<file path="src/rtl/mem_request_unit.sv">
// Load/store request unit: buffers up to two pipeline commands and drives the
// memory system's request interface, with a stall watchdog that aborts stuck accesses.
module mem_request_unit #(
  parameter int unsigned ADDR_W      = 12,
  parameter int unsigned DATA_W      = 32,
  parameter int unsigned STALL_LIMIT = 255
) (
  input  logic              clk,
  input  logic              rst,
  input  logic              req_valid,
  output logic              req_ready,
  input  logic              req_write,
  input  logic [ADDR_W-1:0] req_addr,
  input  logic [DATA_W-1:0] req_wdata,
  output logic              rsp_valid,
  output logic              rsp_write,
  output logic [DATA_W-1:0] rsp_rdata,
  output logic              rsp_error,
  output logic              busy,
  output logic              MemRead,
  output logic              MemWrite,
  output logic [ADDR_W-1:0] mem_address,
  output logic [DATA_W-1:0] DataIn,
  input  logic              Stall,
  input  logic [DATA_W-1:0] DataOut
);

  typedef enum logic [0:0] {StIdle, StAccess} state_e;

  localparam logic [7:0] Limit = 8'(STALL_LIMIT);

  // The in-flight command stays at the FIFO head until it completes or aborts.
  logic              fifo_write_q [2];
  logic [ADDR_W-1:0] fifo_addr_q  [2];
  logic [DATA_W-1:0] fifo_wdata_q [2];
  logic              rd_ptr_q, rd_ptr_d;
  logic              wr_ptr_q, wr_ptr_d;
  logic [1:0]        count_q, count_d;

  state_e            state_q, state_d;
  logic [7:0]        stall_cnt_q, stall_cnt_d;
  logic              mem_read_q, mem_read_d;
  logic              mem_write_q, mem_write_d;
  logic [ADDR_W-1:0] addr_q, addr_d;
  logic [DATA_W-1:0] din_q, din_d;
  logic              rsp_valid_q, rsp_valid_d;
  logic              rsp_write_q, rsp_write_d;
  logic [DATA_W-1:0] rsp_rdata_q, rsp_rdata_d;
  logic              rsp_error_q, rsp_error_d;

  logic              push, pop;
  logic              load, load_from_fifo, load_idx;
  logic              ld_write;
  logic [ADDR_W-1:0] ld_addr;
  logic [DATA_W-1:0] ld_wdata;

  assign req_ready = (count_q != 2'd2);
  assign push      = req_valid & req_ready;

  always_ff @(posedge clk) begin
    if (push) begin
      fifo_write_q[wr_ptr_q] <= req_write;
      fifo_addr_q[wr_ptr_q]  <= req_addr;
      fifo_wdata_q[wr_ptr_q] <= req_wdata;
    end
  end

  always_comb begin
    ld_write = load_from_fifo ? fifo_write_q[load_idx] : req_write;
    ld_addr  = load_from_fifo ? fifo_addr_q[load_idx]  : req_addr;
    ld_wdata = load_from_fifo ? fifo_wdata_q[load_idx] : req_wdata;
  end

  always_comb begin
    state_d        = state_q;
    stall_cnt_d    = stall_cnt_q;
    mem_read_d     = mem_read_q;
    mem_write_d    = mem_write_q;
    addr_d         = addr_q;
    din_d          = din_q;
    rsp_valid_d    = 1'b0;
    rsp_write_d    = 1'b0;
    rsp_rdata_d    = '0;
    rsp_error_d    = 1'b0;
    pop            = 1'b0;
    load           = 1'b0;
    load_from_fifo = 1'b0;
    load_idx       = rd_ptr_q;

    unique case (state_q)
      StIdle: begin
        if (count_q != 2'd0) begin
          load           = 1'b1;
          load_from_fifo = 1'b1;
        end else if (push) begin
          // Empty FIFO: issue straight from the pipeline in the accept cycle.
          load = 1'b1;
        end
      end
      StAccess: begin
        if (!Stall) begin
          pop         = 1'b1;
          rsp_valid_d = 1'b1;
          rsp_write_d = mem_write_q;
          rsp_rdata_d = mem_write_q ? '0 : DataOut;
          stall_cnt_d = '0;
          if (count_q == 2'd2) begin
            load           = 1'b1;
            load_from_fifo = 1'b1;
            load_idx       = ~rd_ptr_q;
          end else if (push) begin
            load = 1'b1;
          end else begin
            state_d     = StIdle;
            mem_read_d  = 1'b0;
            mem_write_d = 1'b0;
          end
        end else if (stall_cnt_q + 8'd1 == Limit) begin
          pop         = 1'b1;
          rsp_valid_d = 1'b1;
          rsp_write_d = mem_write_q;
          rsp_error_d = 1'b1;
          stall_cnt_d = '0;
          state_d     = StIdle;
          mem_read_d  = 1'b0;
          mem_write_d = 1'b0;
        end else begin
          stall_cnt_d = stall_cnt_q + 8'd1;
        end
      end
      default: state_d = StIdle;
    endcase

    if (load) begin
      state_d     = StAccess;
      mem_read_d  = ~ld_write;
      mem_write_d = ld_write;
      addr_d      = ld_addr;
      din_d       = ld_wdata;
    end
  end

  always_comb begin
    rd_ptr_d = rd_ptr_q ^ pop;
    wr_ptr_d = wr_ptr_q ^ push;
    case ({push, pop})
      2'b10:   count_d = count_q + 2'd1;
      2'b01:   count_d = count_q - 2'd1;
      default: count_d = count_q;
    endcase
  end

  always_ff @(posedge clk or negedge rst) begin
    if (!rst) begin
      state_q     <= StIdle;
      stall_cnt_q <= '0;
      rd_ptr_q    <= 1'b0;
      wr_ptr_q    <= 1'b0;
      count_q     <= '0;
      mem_read_q  <= 1'b0;
      mem_write_q <= 1'b0;
      addr_q      <= '0;
      din_q       <= '0;
      rsp_valid_q <= 1'b0;
      rsp_write_q <= 1'b0;
      rsp_rdata_q <= '0;
      rsp_error_q <= 1'b0;
    end else begin
      state_q     <= state_d;
      stall_cnt_q <= stall_cnt_d;
      rd_ptr_q    <= rd_ptr_d;
      wr_ptr_q    <= wr_ptr_d;
      count_q     <= count_d;
      mem_read_q  <= mem_read_d;
      mem_write_q <= mem_write_d;
      addr_q      <= addr_d;
      din_q       <= din_d;
      rsp_valid_q <= rsp_valid_d;
      rsp_write_q <= rsp_write_d;
      rsp_rdata_q <= rsp_rdata_d;
      rsp_error_q <= rsp_error_d;
    end
  end

  assign MemRead     = mem_read_q;
  assign MemWrite    = mem_write_q;
  assign mem_address = addr_q;
  assign DataIn      = din_q;
  assign rsp_valid   = rsp_valid_q;
  assign rsp_write   = rsp_write_q;
  assign rsp_rdata   = rsp_rdata_q;
  assign rsp_error   = rsp_error_q;
  assign busy        = (count_q != 2'd0) | (state_q == StAccess);

endmodule

</file>
<file path="config.mk">
export PLATFORM = sky130hd
export DESIGN_NAME = mem_request_unit
export DESIGN_NICKNAME = d
export VERILOG_FILES = /design/src/rtl/mem_request_unit.sv
export SDC_FILE = /design/constraint.sdc
export NUM_CORES = 1
export LEC_CHECK = 0
export BUFFER_PORTS_ARGS = -buffer_cell sky130_fd_sc_hd__buf_2
export CAP_MARGIN = 20
export CELL_PAD_IN_SITES_DETAIL_PLACEMENT = 2
export CELL_PAD_IN_SITES_GLOBAL_PLACEMENT = 2
export CORE_AREA = 2 2 148 150
export CTS_CLUSTER_SIZE = 16
export DETAILED_ROUTE_END_ITERATION = 16
export DIE_AREA = 0 0 150 152
export GPL_TIMING_DRIVEN = 0
export HOLD_SLACK_MARGIN = 0.1
export PLACE_DENSITY = 0.87
export REMOVE_ABC_BUFFERS = 1
export SYNTH_ARGS = -nofsm -noshare
export SYNTH_HDL_FRONTEND = slang
export SYNTH_SLANG_ARGS = --single-unit
</file>
<file path="constraint.sdc">
create_clock -name clk -period 5.9 [get_ports clk]
set_input_delay 0.59 -clock clk [delete_from_list [all_inputs] [get_ports clk]]
set_output_delay 0.59 -clock clk [all_outputs]
set_load 0.05 [all_outputs]
</file>
Word level (Yosys, flattened, before mapping)
Memory sizes are Yosys's and may differ from the RTL's.
Index checks and enable logic that the tools add are counted.
{"block": "op_classes", "muxes": 41, "bitwise_logic": 7, "eq_ne": 8, "n_addsub": 3, "reduce_logical": 4}
{"op": "32-bit 2-to-1 mux", "count": 4}
{"op": "1-bit 2-to-1 mux", "count": 31}
{"op": "8-bit 2-to-1 mux", "count": 2}
{"op": "12-bit 2-to-1 mux", "count": 1}
{"op": "8-bit by 1-bit adder with 8-bit output (second input constant)", "count": 1}
{"op": "8-bit == test (second input constant)", "count": 1}
{"op": "2-bit nonzero test", "count": 3}
{"op": "2-bit == test (second input constant)", "count": 2}
{"op": "1-bit one-hot mux with 2 select lines", "count": 2}
{"op": "2-bit one-hot mux with 2 select lines", "count": 1}
{"op": "4-bit AND reduction", "count": 1}
{"op": "3-bit by 1-bit inequality test with 1-bit output (second input constant)", "count": 1}
{"op": "3-bit by 2-bit inequality test with 1-bit output (second input constant)", "count": 1}
{"op": "3-bit inequality test (second input constant)", "count": 1}
{"op": "1-bit inverter", "count": 3}
{"op": "2-bit by 1-bit adder with 2-bit output (second input constant)", "count": 1}
{"op": "2-bit by 1-bit == test with 1-bit output (second input constant)", "count": 1}
{"op": "2-bit inequality test (second input constant)", "count": 1}
{"op": "2-bit by 1-bit subtractor with 2-bit output (second input constant)", "count": 1}
{"op": "1-bit bitwise XOR", "count": 2}
{"op": "1-bit bitwise AND", "count": 1}
{"op": "1-bit OR", "count": 1}
{"block": "totals", "in_bits": 81, "output_inout_bits": 83, "n_memories": 3, "wordCells": 79, "regBits": 94, "mem_bits_rw": 90}
{"memory": "fifo_wdata_q", "words": 2, "width": 32, "rd": 1, "rd_clocked_by_memory_dff": 0, "write_ports": 1, "line_no": "35", "rtl": "logic [DATA_W-1:0] fifo_wdata_q [2];"}
{"memory": "fifo_addr_q", "words": 2, "width": 12, "rd": 1, "rd_clocked_by_memory_dff": 0, "write_ports": 1, "line_no": "34", "rtl": "logic [ADDR_W-1:0] fifo_addr_q [2];"}
{"memory": "fifo_write_q", "words": 2, "width": 1, "rd": 1, "rd_clocked_by_memory_dff": 0, "write_ports": 1, "line_no": "33", "rtl": "logic fifo_write_q [2];"}

Logic depth before layout (Yosys ltp)
Gate-level depths: netlist (run 1).
{"block": "depth", "word_depth": 8, "mapped_depth": 10, "depth_no_buf": 10}

Worst setup path after synthesis (run 1)
No wires, ideal clock.
{"block": "synth_timing", "path_type": "flip-flop to flip-flop", "startpoint": "register count_q[0]", "endpoint": "memory fifo_addr_q[1][0], enable pin", "period_less_slack_ps": 2650, "setup_ps": 407, "stages_incl_launch_ff": 6, "t_required_ps": 5493, "arrival_ps": 2243, "n_path_buf": 1, "setup_slack_ps": 3250, "cell_sequence": "dfrtp_1 > buf_6 > nand2b_1 > nand2_1 > inv_1 > ha_1"}
{"block": "synth_between", "elab_chain_len": 4}
{"item": "start, declared", "line_no": "38", "rtl": "logic [1:0] count_q, count_d;"}
{"item": "start signal, assigned", "line_no": "173", "rtl": "count_q <= count_d;"}
{"item": "2-bit inequality test", "line_no": "57", "rtl": "assign req_ready = (count_q != 2'd2);"}
{"item": "named net req_ready", "line_no": "11", "rtl": "output logic req_ready,"}
{"item": "1-bit bitwise AND", "line_no": "58", "rtl": "assign push = req_valid & req_ready;"}
{"item": "1-bit 2-to-1 mux", "line_no": "61", "rtl": "if (push) begin"}
{"item": "1-bit 2-to-1 mux (not written as such)", "line_no": "63", "rtl": "fifo_addr_q[wr_ptr_q] <= req_addr;"}
{"item": "end, declared", "line_no": "34"}
The timed path passes the listed nets, and every way through them passes these cells.

Worst setup path after layout (run 1)
{"block": "layout_timing", "startpoint": "register stall_cnt_q[0]", "endpoint": "register count_q[1]"}
{"block": "layout_between", "elab_chain_len": 7, "word_cells_on_any_way": 9, "cone_classes": "add/sub: 1; eq/ne: 3; mux: 4; reduce/logical: 1"}
{"item": "start, declared", "line_no": "41", "rtl": "logic [7:0] stall_cnt_q, stall_cnt_d;"}
{"item": "start signal, assigned", "line_no": "170", "rtl": "stall_cnt_q <= stall_cnt_d;"}
{"item": "8-bit by 1-bit adder with 8-bit output (*)", "line_no": "118", "rtl": "end else if (stall_cnt_q + 8'd1 == Limit) begin"}
{"item": "8-bit == test (*)", "line_no": "118"}
{"item": "1-bit 2-to-1 mux (*)", "line_no": "118"}
{"item": "1-bit 2-to-1 mux (*)", "line_no": "101", "rtl": "if (!Stall) begin"}
{"item": "1-bit 2-to-1 mux (*)", "line_no": "90", "rtl": "unique case (state_q)"}
{"item": "named net pop", "line_no": "51", "rtl": "logic push, pop;"}
{"item": "2-bit by 1-bit == test with 1-bit output / 2-bit == test (equally long branches)", "line_no": "146", "rtl": "case ({push, pop})"}
{"item": "2-bit one-hot mux with 2 select lines / 2-bit nonzero test (equally long branches)"}
Mark *: on every way through the listed nets, which the timed path passes. The rest lies on a longest branch.
A chain may end at the register's enable or synchronous reset.

==> out/summary.txt, run 1 <==
YS warnings -> 0
Adder-cell share of the synthesized area -> 0.00852
Initial Utilization -> 0.344
Static leakage -> 0.00413 µW
Worst Hold Margin -> 0.168 ns
Avg Synthesized Cell Area -> 14.0 µm²
Final period util -> 0.491
Crit-path max FO -> 8
Core area -> 21400 µm²
Vias -> 4932
Reg2Reg Setup Slack -> 3.00 ns
Max-Cap Viols -> 0
Synth Register Bits -> 184
CTS tree -> yes
Worst Tran Pin Value -> 0.922 ns
Rows -> 54
Antenna violations before repair -> 0
Chip Width -> 150 µm
Drt initial violations -> 190
CTS buffer count -> 17
Worst-skew pair later-pin latency -> 0.43 ns
GRT Util Overall -> 0.179
DRC viols -> 0
Final Wtd Congestion -> 0.752
Total Wirelength -> 19.4 mm
Pre-Repair DR Iteration Count -> 4
Clock Skews -> 0.0131 ns
Main combinational cell family by area after synthesis -> compound AO/OA/AOI/OAI gates
Pwr Density -> 583 nW/µm²
Mapped Cells -> 525
CP endpoint kind -> flop
Multiplexer area fraction after synthesis -> 0.0641
Mapped Area -> 7340 µm²
Final Hold Viols -> 0
Max-slew violations -> 0
Final net count -> 771
Final setup violating endpoints -> 0
Yosys cell types -> 39
I/O pin cnt -> 164
Via count of the first global-routing pass -> 5722
H-tree depth -> 4
Synth Area in Simple Gates -> 0.0822
Worst reg2reg startpoint -> stall_cnt_q[0]$_DFFE_PN0P_
Critical path startpoint -> stall_cnt_q[0]$_DFFE_PN0P_
Final Core Density -> 0.429
Hold_buf cts -> 0
Root Buffer -> clkbuf_16
Grt total ovfl -> 0
Sequential fraction of the synthesis area -> 0.689
First-pass GRT wire length -> 31.5 mm
Max IR drop VDD -> 0.194 mV
Post-synth ARST share -> 0.511
Sink Count -> 184
Clock Tree Buf Depth -> 2
Area Growth Syn to Fin -> 24.9%
Required time worst endpoint -> 6.26 ns
Largest net degree at the start of global routing -> 52
# port buffers -> 163
Worst slew margin -> 0.381
Routed WL per cell -> 19.9 µm
Max frequency -> 345 MHz
Post-CTS Setup Inserts -> 0
Die height -> 152 µm
Hold WC Path Type -> input port to async pin
Xor and xnor area share after synthesis -> 0.00733
RSZ-0062 raised after global routing -> no
Share of cells above drive strength 1 -> 0.302
HPWL after DPL -> 13.7 mm
Kind of critical path -> flop to flop
Reg2Reg Depth -> 9
DR vias/cell -> 5.04
Status -> completed
Post-CTS Resized -> 0
Antenna Cells -> 0
Ys flop type -> dfrtp_1
Number of enable flip-flop cells after synthesis -> 90
Synth Area in Compound Gates -> 0.120
WP data arrival -> 3.26 ns
Fin crit period -> 2.90 ns
CP Launch Type -> flop
Total die area -> 22800 µm²
Critical R2R Capture -> count_q[1]$_DFFE_PN0P_
Worst-path clk slew -> 0.07 ns
Setup crit end -> count_q[1]$_DFFE_PN0P_
Routed Antenna Nets -> 0
cell type report:
class / instances / area [µm²]
fill: 2184 / 12200
timing repair buffer: 174 / 1030
multi-input combinational: 299 / 2100
tap: 280 / 350
clock inverter: 12 / 129
inverter: 9 / 33.8
clock buffer: 20 / 468
sequential: 184 / 5050
cells by family after synthesis:
family,after synthesis
AOI/OAI and AO/OA,121
xor gates and xnor gates,4
adders and majority gates,5
buffers and inverters,42
DFF,184
muxes,47
and+or+nand+nor,122
report_power, final:
group          internal, µW  leakage, µW  switching, µW
sequential             1740      0.00203            195
clock                   635     0.000297            531
combinational           693      0.00180           1550
flip-flops by register name, summed over array words and instances, names as in the netlist, 2 cells and up:
register and count:
stall_cnt_q 8, fifo_wdata_q 64, DataIn 32, fifo_write_q 2, count_q 2, rsp_rdata 32, mem_address 12, fifo_addr_q 24
cells in the mapped netlist (2+ instances only):
cell type / n / area (µm²)
a211oi_1: 44 / 330
a21o_1: 44 / 330
a21oi_1: 4 / 20.0
and2_1: 36 / 225
and3_1: 2 / 12.5
buf_2: 2 / 10.0
buf_8: 4 / 60.1
clkbuf_1: 26 / 97.6
dfrtp_1: 94 / 2350
edfxtp_1: 90 / 2700
ha_1: 5 / 62.6
inv_1: 9 / 33.8
mux2i_1: 47 / 470
nand2_1: 15 / 56.3
nand2b_1: 3 / 18.8
nand3_1: 5 / 25.0
nor2_1: 49 / 184
nor3_1: 6 / 30.0
nor4_1: 2 / 12.5
o21a_1: 2 / 15.0
o21ai_0: 9 / 45.0
o22ai_1: 3 / 18.8
o2bb2ai_1: 4 / 35.0
o31ai_1: 3 / 22.5
o32ai_1: 2 / 17.5
xnor2_1: 2 / 17.5
critical path: stages, from the launching register on:
cell	delay, ns
dfrtp_1	0.44
ha_1	0.38
nand2_1	0.10
o31ai_1	0.25
a32oi_1	0.23
o31ai_1	0.56
and2_1	0.28
ha_1	0.28
nor2_1	0.14
xor2_1	0.17
layout by cell type, fill, tap and decap left out, drive strengths merged, types with 2 or more instances in the layout:
cell type	instances
o22ai	3
o31ai	3
o32ai	2
clkbuf	20
ha	5
o21ai	10
and2	36
inv	17
mux2i	47
nor3	6
nor4	2
nand2b	3
nand2	15
and3	2
o21a	2
clkinv	3
o2bb2ai	4
a211oi	44
buf	174
edfxtp	90
nor2	49
a21oi	4
dfrtp	94
a21o	44
nand3	5
xnor2	3
worst min path at each step:
stage	startpoint	endpoint	slack [ns]	cells after the start
2_1_floorplan	rst	DataIn[0]$_DFFE_PN0P_	0.29	0
3_3_place_gp	mem_address[7]$_DFFE_PN0P_	mem_address[7]$_DFFE_PN0P_	0.45	1
3_5_place_dp	mem_address[6]$_DFFE_PN0P_	mem_address[6]$_DFFE_PN0P_	0.46	1
4_1_cts	rst	DataIn[1]$_DFFE_PN0P_	0.18	1
5_1_grt	rst	DataIn[1]$_DFFE_PN0P_	0.19	1
6_report	rst	DataIn[1]$_DFFE_PN0P_	0.17	1
through the flow:
stage                     TNS, ns  power, µW  std cells  area [µm²]  setup WS (ns)
final                           0       5340        978        9170           3.00
after global routing            0       5640        978        9170           2.82
after CTS                       0       5430        978        9170           3.01
after detailed placement        0       4240        946        8570           3.16
after global placement    -155.88       4070        935        8330          -3.76
after floorplan            -10.17       3520        492        7160         -0.512
routing by layer:
| layer | vias to the layer above | track usage | part of all wire |
|---|---|---|---|
| met3 | 25 | 0.0532 | 0.059 |
| met1 | 2519 | 0.207 | 0.40 |
| met5 | - | 0 | 0 |
| met4 | 0 | 0.0544 | 0.016 |
| li1 | 2238 | - | - |
| met2 | 150 | 0.317 | 0.52 |
Power figures use the tool's default switching activity.
==> run 2, diff against run 1 <==
ABC_AREA = 1   (was default)
CORE_AREA = 2 2 155 157   (was 2 2 148 150)
DIE_AREA = 0 0 157 159   (was 0 0 150 152)
PLACE_DENSITY = 0.86   (was 0.87)
clock period = 2.3 ns   (was 5.9 ns; I/O delays follow)
==> out/summary.txt, run 2 <==
Status -> completed
Top reg by flops -> fifo_wdata_q
DR vias/cell -> 4.87 (-3.4%)
Post-synth top area share -> 0.367 (-0.00144)
Most frequent cells in the layout -> 162 x buf_2, 114 x nand2_1, 93 x dfrtp_1
Final period util -> 0.934 (+0.443)
Combinational share of power -> 0.429 (+0.009)
Share of cells above drive strength 1 -> 0.288 (-0.0146)
Design Power -> 13900 µW (+160%)
Worst-path clk slew -> 0.07 ns (about the same)
Post-synth ARST share -> 0.511 (unchanged)
Max reg flops -> 64 (unchanged)
Yosys cell types -> 27 (-31%)
Routed Antenna Nets -> 0 (unchanged)
Initial Utilization -> 0.318 (-0.0261)
Mapped Cells -> 614 (+17%)
Grt total ovfl -> 0 (unchanged)
Mapped Area -> 7370 µm² (+0.39%)
Max-Cap Viols -> 0 (unchanged)
Setup TNS -> 0 ns (unchanged)
Internal power -> 7730 µW (+150%)
Clock group share of total power -> 0.216 (-0.002)
Rows -> 56 (+3.7%)
RSZ-0062 raised after global routing -> yes
Area contributors post-synth -> edfxtp_1 37%, dfrtp_1 32%, nand2_1 6.0%, o211ai_1 4.4%, a2bb2oi_1 4.2%
Max-slew violations -> 0 (unchanged)
Most common cell after layout, fill and taps aside -> buf_2
Worst-skew pair later-pin latency -> 0.43 ns (about the same)
Net Sw Frac -> 0.443 (+0.0170)
GRT Util Overall -> 0.207 (+0.0277)
Setup ws final -> 0.151 ns (-2.85 ns)
Commonest cells in the netlist -> 118 x nand2_1, 94 x dfrtp_1, 90 x edfxtp_1, 63 x inv_1
Synth Register Bits -> 184 (unchanged)
Static leakage -> 0.00441 µW (+6.9%)
Hold WC Path Type -> input port to flop
Setup WS pre-CTS -> -0.337 ns (-3.50 ns)
# port buffers -> 163 (unchanged)
Drt initial violations -> 228 (+20%)
Clock Tree Buf Depth -> 2 (unchanged)
I/O pin cnt -> 164 (unchanged)
Antenna Cells -> 0 (unchanged)
Fin crit period -> 2.15 ns (-0.750 ns)
Max IR drop VDD -> 0.532 mV (+170%)
Hold path startpoint -> Stall
Antenna violations before repair -> 0 (unchanged)
Core area -> 23200 µm² (+8.6%)
Pre-Repair DR Iteration Count -> 4 (unchanged)
Chip Width -> 157 µm (+4.7%)
CP endpoint kind -> flop
Total die area -> 25000 µm² (+9.5%)
Routed WL per cell -> 21.0 µm (+5.6%)
Worst reg2reg startpoint -> stall_cnt_q[1]$_DFFE_PN0P_
Worst slew margin -> 0.284 (-0.0967)
Fill count -> 2340 (+7.1%)
Max frequency -> 465 MHz (+35%)
Vias -> 5787 (+17%)
Crit-path max FO -> 3 (-5)
Root Buffer -> clkbuf_16
Final net count -> 942 (+22%)
Count leader, synth -> nand2_1
Kind of critical path -> flop to flop
DRC viols -> 0 (unchanged)
CP Launch Type -> flop
YS warnings -> 0 (unchanged)
First-pass GRT wire length -> 39.1 mm (+24%)
Hold Crit Depth -> 3
Number of enable flip-flop cells after synthesis -> 90 (unchanged)
Sequential share of power -> 0.355 (-0.007)
H-tree depth -> 4 (unchanged)
Area Growth Syn to Fin -> 37.0%
Final setup violating endpoints -> 0 (unchanged)
CTS tree -> yes
Clock Skews -> 0.0131 ns (+0.0000144 ns)
Die height -> 159 µm (+4.6%)
Final Wtd Congestion -> 0.719 (-4.4%)
Largest net degree at the start of global routing -> 56 (+7.7%)
Final Hold Viols -> 0 (unchanged)
Sink Count -> 184 (unchanged)
Via count of the first global-routing pass -> 6864 (+20%)
WP data arrival -> 2.46 ns (-0.80 ns)
Critical path startpoint -> stall_cnt_q[1]$_DFFE_PN0P_
Ys flop type -> dfrtp_1
Area leader, netlist -> edfxtp_1
Worst Tran Pin Value -> 1.07 ns (+0.151 ns)
Sequential fraction of the synthesis area -> 0.686 (-0.00269)
Total Wirelength -> 24.9 mm (+28%)
Pwr Density -> 1370 nW/µm² (+140%)
CTS buffer count -> 17 (unchanged)
Psw -> 6140 µW (+170%)
Required time worst endpoint -> 2.61 ns (-3.65 ns)
Avg Synthesized Cell Area -> 12.0 µm² (-14%)
HPWL after DPL -> 13.4 mm (-2.3%)
Final Core Density -> 0.435 (+0.00610)
Reg2Reg Depth -> 15 (+6)
==> run 2: cell types whose count changed after synthesis, sizes merged, moves of 7 or more <==
cell,change
and2,-36
inv,+59
nor2,-7
o211ai,+44
a211oi,-44
a21o,-44
buf,+20
clkbuf,-20
a21oi,+40
mux2i,-47
a2bb2oi,+42
nand3,+7
nand2,+107
==> run 2: area by class of cell <==
| class | count | area, µm² | share of cell area |
|---|---|---|---|
| Sequential cell | 184 | 5060 | 0.501 |
| Multi-Input combinational cell | 331 | 2000 | 0.198 |
| Timing Repair Buffer | 254 | 1790 | 0.177 |
| Clock buffer | 21 | 483 | 0.0478 |
| Tap cell | 319 | 399 | 0.0395 |
| Inverter | 68 | 265 | 0.0263 |
| Clock inverter | 11 | 109 | 0.0108 |
==> run 2: what timing repair did <==
item,CTS,global route
gates resized for setup,10,18
gates cloned,2,0
pin swaps,2,5
endpoints found under the setup margin,47,13
setup buffers,4,3
endpoints found under the hold margin,178,0
hold buffers,78,0
==> run 2: metal layers <==
layer,vias to the layer above,global-route usage,routed length [µm]
met1,3000,0.240,10100
met5,-,0,0
li1,2597,-,-
met3,30,0.0550,1150
met4,0,0.0475,337
met2,160,0.378,13400
==> run 2: worst max-delay path: stages (launching register included) <==
cell and delay, ns:
dfrtp_1 0.41, ha_4 0.18, nand2_4 0.08, nor2_4 0.05, buf_4 0.14, inv_1 0.05
nand2_1 0.08, nor2_2 0.14, nand3_2 0.10, nand2_2 0.09, nand2_2 0.08, inv_2 0.10
ha_4 0.21, a21oi_2 0.10, o21ai_1 0.09, xnor2_1 0.13
==> run 2: kinds of logic (layout without fill, tap and decap cells) <==
family	after synthesis	in the layout	share of synthesized area
xor gates and xnor gates	2	2	0.00238
DFF	184	184	0.686
AOI/OAI and AO/OA	145	145	0.147
adders and majority gates	5	5	0.00849
buffers and inverters	101	354	0.0601
and+or+nand+nor	177	179	0.0963
==> run 2: power by group through the flow <==
stage | Clock [µW] | Sequential (µW) | Combinational, µW
after floorplan | 0 | 6630 | 2060
after global placement | 0 | 4930 | 5210
after detailed placement | 0 | 4950 | 5510
after CTS | 3070 | 4880 | 5840
after global routing | 3190 | 5030 | 6390
final | 3000 | 4930 | 5940
==> run 2: worst paths after layout <==
check                                          endpoint  slack [ns]
worst max-delay path             count_q[1]$_DFFE_PN0P_        0.15
worst min-delay path                  state_q$_DFF_PN0_        0.15
worst max register to register   count_q[1]$_DFFE_PN0P_        0.15
worst min register to register      MemRead$_DFFE_PN0P_        0.49
max in group asynchronous        DataIn[13]$_DFFE_PN0P_        1.17
min in group asynchronous       rsp_rdata[29]$_DFF_PN0_        0.44
==> run 2: through the flow <==
stage / std cells / hold slack, ns / instance area [µm²]
global route: 1188 / 0.137 / 10100
CTS: 1184 / 0.113 / 9980
global placement: 1063 / 0.435 / 8400
floorplan: 581 / -0.0656 / 7180
detailed placement: 1068 / 0.386 / 8510
finish: 1188 / 0.145 / 10100
==> run 3, diff against run 2 <==
MAX_ROUTING_LAYER = met4   (was default)
==> out/summary.txt, run 3 (same netlist as run 2, synthesis figures left out) <==
Status -> completed
Final Instance Area -> 10000 µm² (-0.55%)
First-pass GRT wire length -> 38.9 mm (-0.34%)
Hold endpoint -> state_q$_DFF_PN0_
Worst path bufs/invs -> 4 (+1)
Final period util -> 0.940 (+0.00589)
Critical R2R Capture -> count_q[1]$_DFFE_PN0P_
Required time worst endpoint -> 2.61 ns (about the same)
DRC viols -> 0 (unchanged)
Most common cell after layout, fill and taps aside -> buf_2
Reg2Reg Setup Slack -> 0.14 ns (about the same)
Initial Utilization -> 0.318 (unchanged)
RSZ-0062 raised after global routing -> yes
Placed Instance Area -> 8510 µm² (unchanged)
Root Buffer -> clkbuf_16
Antenna Cells -> 0 (unchanged)
Worst-path clk slew -> 0.07 ns (about the same)
Design Power -> 13800 µW (-0.73%)
Routed Antenna Nets -> 0 (unchanged)
Worst-skew pair later-pin latency -> 0.43 ns (about the same)
# port buffers -> 163 (unchanged)
DR vias/cell -> 4.84 (-0.63%)
Combinational share of power -> 0.426 (-0.003)
CP Launch Type -> flop
Final Hold Viols -> 0 (unchanged)
Area Growth Syn to Fin -> 36.3%
CP endpoint kind -> flop
Core area -> 23200 µm² (unchanged)
Clock group share of total power -> 0.217 (about the same)
Kind of critical path -> flop to flop
Routed WL per cell -> 20.8 µm (-1.0%)
Hold path startpoint -> Stall
Dpl cells -> 1068 (unchanged)
M1 WL -> 9.84 mm (-2.4%)
CP max-delay cell -> dfrtp_1
Clock Skews -> 0.0104 ns (-0.00275 ns)
Sink Count -> 184 (unchanged)
Worst reg2reg startpoint -> stall_cnt_q[0]$_DFFE_PN0P_
Final Wtd Congestion -> 0.727 (+1.2%)
Max reg flops -> 64 (unchanged)
Pwr Density -> 1370 nW/µm² (-0.19%)
Drt initial violations -> 190 (-17%)
CP Cell Sequence -> buf_4, inv_1, ha_1, inv_1, nor2_1, nand2_1, nor2_2, nand3_2, nand2_2, nand2_2, inv_2, ha_1, a21oi_2, o21ai_1, xnor2_1
Worst Tran Pin Value -> 1.06 ns (-0.0113 ns)
Final net count -> 939 (-0.32%)
Internal power -> 7680 µW (-0.66%)
Hold Crit Depth -> 3 (unchanged)
Setup TNS -> 0 ns (unchanged)
Top sig layer -> met4
Met2 wire len -> 13.3 mm (-0.43%)
Antenna violations before repair -> 0 (unchanged)
Psw -> 6090 µW (-0.82%)
CTS buffer count -> 17 (unchanged)
CP max stage delay -> 0.41 ns (about the same)
Pre-Repair DR Iteration Count -> 4 (unchanged)
Total Wirelength -> 24.6 mm (-1.3%)
Fin cells -> 1185 (-0.25%)
I/O pin cnt -> 164 (unchanged)
Max-Cap Viols -> 0 (unchanged)
Final setup violating endpoints -> 0 (unchanged)
Chip Width -> 157 µm (unchanged)
HPWL after DPL -> 13.4 mm (unchanged)
Static leakage -> 0.00438 µW (-0.53%)
CTS tree -> yes
Most frequent cells in the layout -> 162 x buf_2, 114 x nand2_1, 93 x dfrtp_1
Max frequency -> 462 MHz (-0.63%)
Fin crit period -> 2.16 ns (+0.0136 ns)
CP top delay family -> simple AND/OR/NAND/NOR gates
Worst slew margin -> 0.291 (+0.00757)
Rows -> 56 (unchanged)
Share of cells above drive strength 1 -> 0.284 (-0.00362)
Critical path startpoint -> stall_cnt_q[0]$_DFFE_PN0P_
Crit-path max FO -> 4 (+1)
Die height -> 159 µm (unchanged)
H-tree depth -> 4 (unchanged)
Clock Tree Buf Depth -> 2 (unchanged)
Top reg by flops -> fifo_wdata_q
Net Sw Frac -> 0.443 (about the same)
Sequential share of power -> 0.357 (+0.002)
Vias -> 5736 (-0.88%)
Max-slew violations -> 0 (unchanged)
Reg2Reg Depth -> 15 (unchanged)
Max IR drop VDD -> 0.529 mV (-0.64%)
Hold WC Path Type -> input port to flop
WP data arrival -> 2.47 ns (about the same)
Fill count -> 2346 (+0.26%)
Total die area -> 25000 µm² (unchanged)
Via count of the first global-routing pass -> 6901 (+0.54%)
Grt total ovfl -> 0 (unchanged)
GRT Util Overall -> 0.213 (+0.00593)
Largest net degree at the start of global routing -> 56 (unchanged)
Met3 WL -> 1.18 mm (+1.9%)
[run 3: cell types whose count changed in the layout (fill, tap and decap cells not counted), sizes merged]
cell / before / now
buf: 176 / 173
[run 3: layout make-up]
cell class | instances | area [µm²] | area share
clock buffer | 21 | 483 | 0.0481
clock inverter | 11 | 109 | 0.0108
inverter | 68 | 265 | 0.0264
multi-input combinational | 331 | 1990 | 0.198
sequential | 184 | 5060 | 0.503
tap | 319 | 399 | 0.0397
timing repair buffer | 251 | 1740 | 0.174
[run 3: how the worst max path moves through the flow]
| stage | cells past startpoint | to |
|---|---|---|
| global placement | 5 | MemWrite$_DFFE_PN0P_ |
| detailed placement | 6 | MemWrite$_DFFE_PN0P_ |
| CTS | 14 | count_q[1]$_DFFE_PN0P_ |
| floorplan | 5 | fifo_addr_q[1][0]$_DFFE_PP_ |
| finish | 15 | count_q[1]$_DFFE_PN0P_ |
| global route | 15 | count_q[1]$_DFFE_PN0P_ |
[run 3: worst register-to-register path, stage by stage, from the launching register on]
cell	delay (ns)
dfrtp_1	0.41
buf_4	0.17
inv_1	0.05
ha_1	0.14
inv_1	0.04
nor2_1	0.10
nand2_1	0.09
nor2_2	0.10
nand3_2	0.09
nand2_2	0.09
nand2_2	0.08
inv_2	0.09
ha_1	0.27
a21oi_2	0.12
o21ai_1	0.09
xnor2_1	0.13
[run 3: repair_timing]
item | in CTS | in global routing
pin swaps | 2 | 4
hold buffers | 78 | 0
buffers inserted | 4 | 1
resized for setup | 10 | 17
hold endpoints to repair | 178 | 0
endpoints found under the setup margin | 47 | 9
gates cloned | 2 | 0
[run 3: power by group through the flow]
stage | Sequential (µW) | Clock [µW] | Combinational, µW
3_5_place_dp | 4950 | 0 | 5510
5_1_grt | 5020 | 3190 | 6320
6_report | 4920 | 2990 | 5860
3_3_place_gp | 4930 | 0 | 5210
4_1_cts | 4880 | 3070 | 5840
2_1_floorplan | 6630 | 0 | 2060
[run 3: through the flow]
step	setup slack, ns	hold slack (ns)	utilization
2_1_floorplan	-0.202	-0.0656	-
3_3_place_gp	-1.17	0.435	0.362
3_5_place_dp	-0.337	0.386	0.367
4_1_cts	0.00499	0.113	0.430
5_1_grt	-0.0705	0.140	0.433
6_report	0.137	0.144	0.433
[run 3: layer usage]
layer / GRT usage / vias up
met2: 0.379 / 167
met3: 0.0509 / 28
met4: 0.0475 / 0
met1: 0.240 / 2947
li1: - / 2594
met5: - / -
